$ cat config.mk
export PLATFORM = sky130hd
export DESIGN_NAME = signed_pow2_divider_iterative
export DESIGN_NICKNAME = d
export VERILOG_FILES = /design/src/rtl/signed_pow2_divider_iterative.sv
export SDC_FILE = /design/constraint.sdc
export NUM_CORES = 1
export LEC_CHECK = 0
export ABC_AREA = 1
export CORE_ASPECT_RATIO = 0.7
export CORE_UTILIZATION = 58
export CTS_BUF_LIST = sky130_fd_sc_hd__clkbuf_2
export DETAILED_ROUTE_END_ITERATION = 8
export PLACE_DENSITY = 0.87
export SYNTH_ARGS = -nofsm -noshare
export SYNTH_HDL_FRONTEND = slang
export SYNTH_SLANG_ARGS = --single-unit
$ cat constraint.sdc
create_clock -name clk -period 3.25 [get_ports clk]
set_input_delay 0.65 -clock clk [delete_from_list [all_inputs] [get_ports clk]]
set_output_delay 0.65 -clock clk [all_outputs]
set_load 0.01 [all_outputs]
$ cat src/rtl/signed_pow2_divider_iterative.sv
`default_nettype none
// ============================================================================
// Module   : signed_pow2_divider_iterative
// Purpose  : Multi-cycle signed divide by 2^s. The shift amount s is chosen
//            per transaction. The rounding is either floor (like >>>) or
//            truncate toward zero (like a / 2**s). An inexact flag reports
//            whether any nonzero bit was shifted out. The unit shifts STEP
//            bits per cycle, so STEP trades shifter width against latency.
// Ports    : clk, rst       - clock, synchronous active-high reset
//            in_valid/ready - request handshake
//            in_data        - signed dividend (N bits)
//            in_shift       - shift amount s (SHW bits; s >= N saturates to N)
//            in_mode        - 0 = floor, 1 = truncate toward zero
//            out_valid/ready- result handshake
//            out_data       - signed quotient (N bits)
//            out_inexact    - at least one nonzero bit was discarded
// Revision : 1.0 - initial release
// ============================================================================
module signed_pow2_divider_iterative #(
  parameter int N    = 8,
  parameter int SHW  = 4,
  parameter int STEP = 1
) (
  input  logic           clk,
  input  logic           rst,
  input  logic           in_valid,
  output logic           in_ready,
  input  logic [N-1:0]   in_data,
  input  logic [SHW-1:0] in_shift,
  input  logic           in_mode,
  output logic           out_valid,
  input  logic           out_ready,
  output logic [N-1:0]   out_data,
  output logic           out_inexact
);

  // Wide enough to hold a remaining shift count of N.
  localparam int RW = $clog2(N + 1);

  typedef enum logic [1:0] {
    S_IDLE  = 2'd0,
    S_SHIFT = 2'd1,
    S_DONE  = 2'd2
  } state_t;

  state_t          state_q, state_d;
  logic [N-1:0]    data_q, data_d;
  logic            mode_q, mode_d;
  logic            sticky_q, sticky_d;
  logic [RW-1:0]   rem_q, rem_d;
  logic [N-1:0]    out_data_q, out_data_d;
  logic            out_inexact_q, out_inexact_d;

  logic [RW-1:0]   eff_s;
  logic [RW-1:0]   k;
  logic [RW-1:0]   rem_next;
  logic [N-1:0]    shifted;
  logic [N-1:0]    drop_mask;
  logic            dropped_nz;
  logic            sticky_next;
  logic            round_up;

  assign in_ready    = (state_q == S_IDLE) && !rst;
  assign out_valid   = (state_q == S_DONE);
  assign out_data    = out_data_q;
  assign out_inexact = out_inexact_q;

  // Datapath for one SHIFT cycle.
  always_comb begin
    eff_s       = (32'(in_shift) >= 32'(N)) ? RW'(N) : RW'(in_shift);
    k           = (rem_q < RW'(STEP)) ? rem_q : RW'(STEP);
    shifted     = $signed(data_q) >>> k;
    drop_mask   = ~({N{1'b1}} << k);
    dropped_nz  = |(data_q & drop_mask);
    sticky_next = sticky_q | dropped_nz;
    rem_next    = rem_q - k;
    // An arithmetic shift keeps the sign bit, so data_q[N-1] is still the
    // sign of the original dividend. Truncation differs from floor only for
    // negative dividends with a nonzero remainder.
    round_up    = mode_q & data_q[N-1] & sticky_next;
  end

  // Next-state and register-update logic.
  always_comb begin
    state_d       = state_q;
    data_d        = data_q;
    mode_d        = mode_q;
    sticky_d      = sticky_q;
    rem_d         = rem_q;
    out_data_d    = out_data_q;
    out_inexact_d = out_inexact_q;
    case (state_q)
      S_IDLE: begin
        if (in_valid && in_ready) begin
          data_d   = in_data;
          mode_d   = in_mode;
          sticky_d = 1'b0;
          rem_d    = eff_s;
          if (eff_s == '0) begin
            out_data_d    = in_data;
            out_inexact_d = 1'b0;
            state_d       = S_DONE;
          end else begin
            state_d = S_SHIFT;
          end
        end
      end
      S_SHIFT: begin
        data_d   = shifted;
        sticky_d = sticky_next;
        rem_d    = rem_next;
        if (rem_next == '0) begin
          // The floor result is at least -2^(N-1-s), so +1 cannot overflow.
          out_data_d    = shifted + {{(N-1){1'b0}}, round_up};
          out_inexact_d = sticky_next;
          state_d       = S_DONE;
        end
      end
      S_DONE: begin
        if (out_ready) begin
          state_d = S_IDLE;
        end
      end
      default: begin
        state_d = S_IDLE;
      end
    endcase
  end

  always_ff @(posedge clk) begin
    if (rst) begin
      state_q       <= S_IDLE;
      data_q        <= '0;
      mode_q        <= 1'b0;
      sticky_q      <= 1'b0;
      rem_q         <= '0;
      out_data_q    <= '0;
      out_inexact_q <= 1'b0;
    end else begin
      state_q       <= state_d;
      data_q        <= data_d;
      mode_q        <= mode_d;
      sticky_q      <= sticky_d;
      rem_q         <= rem_d;
      out_data_q    <= out_data_d;
      out_inexact_q <= out_inexact_d;
    end
  end

endmodule
`default_nettype wire

Word-level counts from Yosys, hierarchy flattened

Index checks and enable logic that the tools add are counted.

Register bits: 25
Memories: 0
Input port bits: 17
Logic and storage cells: 57
Output and inout bits: 11
Bits in read-only memories: 0
Latch bits: 0
Memory bits (writable): 0

$lt $le $gt $ge: 2
Reductions and logical operators: 12
Equality and inequality tests: 6
Multiplexer cells: 21
Divide/modulo/power cells: 0
Add/subtract/negate cells: 2
Multipliers: 0
Bitwise operators: 5
Shift operators: 2

Operators with widths:

| kind                | number |
|---|---|
| $mux 8              | 4 |
| $pmux 8 s2          | 2 |
| $mux 4              | 3 |
| $add 8x1->8         | 1 |
| $and 8x8->8         | 1 |
| $logic_not 4->1     | 2 |
| $mux 2              | 4 |
| $not 8->8           | 1 |
| $pmux 4 s2          | 1 |
| $reduce_or 8->1     | 1 |
| $shl 8x4->8 const A | 1 |
| $sshr 8x4->8        | 1 |
| $ne 2x1->1 const B  | 3 |
| $pmux 2 s3          | 1 |
| $ge 4x4->1 const B  | 1 |
| $lt 4x1->1 const B  | 1 |
| $mux 1              | 4 |
| $pmux 1 s2          | 2 |
| $reduce_and 2->1    | 2 |
| $reduce_and 4->1    | 1 |
| $sub 4x4->4         | 1 |
| $reduce_and 3->1    | 1 |
| $and 1x1->1         | 2 |
| $eq 2x1->1 const B  | 1 |
| 7 further kinds     | 8 |

Logic depth before layout (Yosys ltp)

Depth after elaboration: 11
Gate-level depth with buffers: 13

Worst setup path after synthesis

Ideal clock, no wire load.

Kind: reg2reg
Start point: register rem_q[1]
End point: register out_data_q[6] (netlist: out_data[6])
Buffers on the path: 1
Required time: 3.184 ns
Library setup time: 0.066 ns
Path slack: 1.420 ns
Cell stages (with the launch flop): 13
Arrival: 1.764 ns
Period minus slack after synthesis: 1.830 ns
Cell sequence: dfxtp_1 > nor2_4 > nand2_2 > buf_6 > a21oi_1 > ha_1 > ha_1 > nand2_1 > nor2_1 > nand2_1 > nand2_1 > nand3_1 > a21oi_2

Longest elaborated chain between the ends: 11
Elaborated cells between the ends (all ways): 16
Those cells by class: add/sub: 2; order compare: 1; eq/ne: 1; shift: 2; mux: 3; bitwise: 4; reduce/logical: 3

Ends and longest elaborated chain:

| element                  | line | text |
|---|---|---|
| start: declaration       | 50   | `logic [RW-1:0] rem_q, rem_d;` |
| start signal: assignment | 144  | `rem_q <= rem_d;` |
| $lt 4x1->1               | 71   | `k = (rem_q < RW'(STEP)) ? rem_q : RW'(STEP);` |
| $mux 4                   | 71   |  |
| $shl 8x4->8              | 73   | `drop_mask = ~({N{1'b1}} << k);` |
| $not 8->8                | 73   |  |
| $and 8x8->8              | 74   | `dropped_nz = \|(data_q & drop_mask);` |
| $reduce_or 8->1          | 74   |  |
| $or 1x1->1               | 75   | `sticky_next = sticky_q \| dropped_nz;` |
| $and 1x1->1              | 80   | `round_up = mode_q & data_q[N-1] & sticky_next;` |
| $add 8x1->8              | 114  | `out_data_d = shifted + {{(N-1){1'b0}}, round_up};` |
| $mux 8                   | 112  | `if (rem_next == '0) begin` |
| $pmux 8 s2               | 92   | `case (state_q)` |
| end signal: assignment   | 145  | `out_data_q <= out_data_d;` |
| end: declaration         | 51   | `logic [N-1:0] out_data_q, out_data_d;` |

Several ways; a longest one is shown, not always the timed one. The select of a mux whose other input is x is not followed.
A chain may end at the register's enable or synchronous reset.

Worst setup path in the final report

Start point: input port rst
End point: output port in_ready

Longest elaborated chain between the ends: 2

Ends and longest elaborated chain:

| element            | line | text |
|---|---|---|
| start: declaration | 25   | `input logic rst,` |
| $logic_not 1->1    | 63   | `assign in_ready = (state_q == S_IDLE) && !rst;` |
| $logic_and 1x1->1  | 63   |  |
| end: declaration   | 27   | `output logic in_ready,` |

No other way between the ends.

==> impl_metrics.py <==
metrics = {
    "status": {
        "status": "completed",
    },
    "placement": {
        "dp_hpwl_mm": 2.57,
        "place_area_um2": 1820,
        "gp_congestion": 0.904,
        "portBuffers": 27,
        "pre_cts_ws_ns": 0.812,
        "post-place-cells": 283,
    },
    "pwr": {
        "swShare_pct": 48.1,
        "p_int_mw": 0.700,
        "comb_power_share_pct": 55.2,
        "p_seq_share_pct": 35.0,
        "ir_drop_mv": 0.409,
        "power.net_switching_mw": 0.648,
        "power_frac_clock_pct": 9.8,
        "leakagePower_nw": 0.838,
        "power.density_nw_per_um2": 730,
    },
    "cts": {
        "cts_max_path_buffers": 2,
        "cts_hold_buf": 0,
        "htree_levels": 1,
        "cts_buffers": 3,
        "clock-sinks": 25,
        "cts_resized": 0,
        "cts_setup_buffers": 0,
        "cts_tree": "done",
        "clock_latency_ns": 0.38,
        "cts_root_buf": "clkbuf_2",
        "cts.reportedPaths.clkPinSlew_ns": 0.26,
    },
    "route": {
        "drc": 0,
        "wirelength_mm": 3.44,
        "ant_nets": 0,
        "vias": 1533,
        "drt_iter0_markers": 106,
        "first_pass_iters": 4,
        "wire_per_inst_um": 12.0,
        "viasPerCell": 5.34,
    },
    "min_path": {
        "hold_depth": 2,
        "hold_start": "mode_q",
        "min_to": "mode_q",
        "hold_path.class": "flop to flop",
    },
    "die": {
        "die_area_um2": 2890,
        "die-height_um": 45.3,
        "io_pins": 28,
        "die_w_um": 63.8,
        "row_count": 15,
        "start_util_pct": 62.2,
        "core_um2": 2500,
    },
    "worst_setup_path": {
        "critical_path_buf_inv_count": 2,
        "arrival_ns": 1.77,
        "r2r_cells": 11,
        "cpLargestDelayFamily": "buffers and inverters",
        "crit_path_max_incr_delay_ns": 0.56,
        "crit_fanout": 2,
        "critical_path.endpoint_type": "primary output",
        "critical_path_class": "input port to primary output",
        "startpoint_type": "input port",
        "required_ns": 2.60,
        "r2r-start": "rem_q[1]",
        "r2r_end": "out_data[4]",
        "critPathSlowestCell": "clkdlybuf4s50_1",
        "cp_cell_sequence": "clkdlybuf4s50_1 > nor3_1 > clkdlybuf4s50_1",
        "r2r_slack_ns": 1.03,
        "worst_path_most_repeated_cell": "clkdlybuf4s50_1",
    },
    "grt": {
        "antenna_found_initial": 0,
        "met1_usage_pct": 32.7,
        "grt_max_degree": 20,
        "grt_pass1_wl_mm": 5.66,
        "met3_usage_pct": 6.57,
        "grt_pass1_vias": 1293,
        "gr-total-overflow": 0,
        "use_met2_pct": 44.3,
        "grt-busiest-layer": "met2",
        "grt_use_total_pct": 25.8,
    },
    "job": {
        "maxCapViolCount": 0,
    },
    "final_layout": {
        "finalNonFillerCells": 287,
        "fillers": 212,
        "nets": 274,
        "final_area_um2": 1850,
        "drive_above_1_share_pct": 11.9,
        "area_growth_pct": 19.0,
        "diodes": 0,
    },
    "logic_synthesis": {
        "netlist_instances": 227,
        "ys_seq_area_share_pct": 32.3,
        "syn_avg_cell_area_um2": 6.83,
        "netlist_area_um2": 1550,
        "ys_top_cells_by_area": "dfxtp_1 (32%), nand2_1 (14%), inv_1 (6.5%)",
        "yosys_warnings": 0,
        "netlist-cell-type-count": 33,
        "syn_nets": 247,
        "synth_seq_cells": 25,
        "synth_area_leader_cell": "dfxtp_1",
        "synth_top_cell_area_share_pct": 32.3,
    },
    "sta": {
        "hold-worst-slack_ns": 0.480,
        "relSlewSlack_pct": 69.2,
        "slew_violations": 0,
        "setup_viol": 0,
        "setup_tns_ns": 0,
        "rsz0062_at_grt": "false",
        "period_minus_slack_ns": 2.42,
        "post-route-period-util_pct": 74.4,
        "finalClockSkew_ns": 0.0168,
        "setup_slack_ns": 0.831,
        "max_freq_mhz": 413,
        "hold_viol_final": 0,
        "worst_pin_slew_ns": 0.460,
    },
}
[per-layer routing]
| layer | part of all wire, % | wire, um | vias to the layer above |
|---|---|---|---|
| met5 | 0 | 0 | - |
| met4 | 1.5 | 53 | 0 |
| met3 | 7.8 | 270 | 7 |
| met2 | 45 | 1540 | 55 |
| met1 | 46 | 1580 | 681 |
| li1 | - | - | 790 |
[placed cells by master (no fill, tap or decap), types with 2 or more instances in the layout]
cell type,count
buf_4,2
a21oi_1,12
clkdlybuf4s50_1,27
nand2_1,56
o211a_1,2
nor2_4,6
o21ai_1,6
ha_1,3
nand3_4,2
o211ai_1,6
dfxtp_1,25
nor2_1,18
nand2_2,4
inv_1,27
o21ai_0,12
nand3_1,16
clkbuf_2,3
nor3_1,7
inv_2,4
nor2_2,2
[sequential cells by signal, summed over array words and instances, names as in the netlist]
register     cells
data_q           8
mode_q           1
out_data         8
out_inexact      1
rem_q            4
state_q          2
sticky_q         1
[kinds of logic (layout without fill, tap and decap cells)]
| logic type | after synthesis | count (layout) | share of synthesized area (%) |
|---|---|---|---|
| simple gates | 116 | 116 | 37.0 |
| buf+inv | 39 | 65 | 11.4 |
| flops | 25 | 25 | 32.3 |
| fa+ha+maj | 3 | 3 | 2.42 |
| compound gates | 44 | 44 | 16.9 |
[cell usage after synthesis]
master	count
nand3_2	1
inv_1	27
nand4_1	1
nor2_1	18
ha_1	3
nand3_1	16
o211ai_1	6
nand3_4	2
o22ai_1	1
nand2_1	56
a21boi_1	1
a21oi_1	12
buf_4	1
buf_2	2
nor3_1	7
clkinv_2	1
clkbuf_1	1
nor2_2	2
o21ai_1	6
o21ai_2	1
nand2_4	1
o21bai_1	1
a22o_1	1
o21ai_0	12
nor2_4	6
nand2_2	4
a21oi_2	1
buf_6	3
inv_2	4
nand3b_1	1
o211a_1	2
or2_2	1
dfxtp_1	25
[worst max-delay path by stage]
stage | from | endpoint | slack (ns) | cells past startpoint
2_1_floorplan | rem_q[1] | out_data[6] | 1.42 | 12
3_3_place_gp | rst | in_ready | 0.83 | 3
3_5_place_dp | rst | data_q[4] | 0.81 | 8
4_1_cts | rst | in_ready | 0.81 | 3
5_1_grt | state_q[1] | out_valid | 0.73 | 3
6_report | rst | in_ready | 0.83 | 3
[power groups by stage]
stage	registers (mW)	logic [mW]	clock network, mW
CTS	0.470	0.740	0.134
floorplan	0.474	0.572	0
finish	0.471	0.745	0.132
global route	0.479	0.837	0.144
global placement	0.473	0.726	0
detailed placement	0.476	0.736	0
[area by class of cell]
class	instances	area [um^2]	area share, %
multi-input combinational	163	875	47.4
tap	34	42.5	2.30
inverter	32	121	6.57
sequential	25	500	27.1
timing repair buffer	29	285	15.4
clock inverter	1	7.51	0.407
clock buffer	3	15.0	0.813
[worst register-to-register path, cell delays in order, from the launching register on]
cell	delay (ns)
dfxtp_1	0.42
nor2_4	0.26
nand2_2	0.22
nand2_1	0.15
ha_1	0.17
nand2_1	0.05
nand2_1	0.11
nand3_2	0.12
nor2_4	0.28
inv_2	0.14
o21ai_1	0.16
inv_1	0.05
[metrics by stage]
stage          power [mW]  util, %
5_1_grt              1.46     74.0
3_3_place_gp         1.20     73.1
3_5_place_dp         1.21     73.1
6_report             1.35     74.0
2_1_floorplan        1.05        -
4_1_cts              1.34     74.0
(Power assumes the default switching activity.)
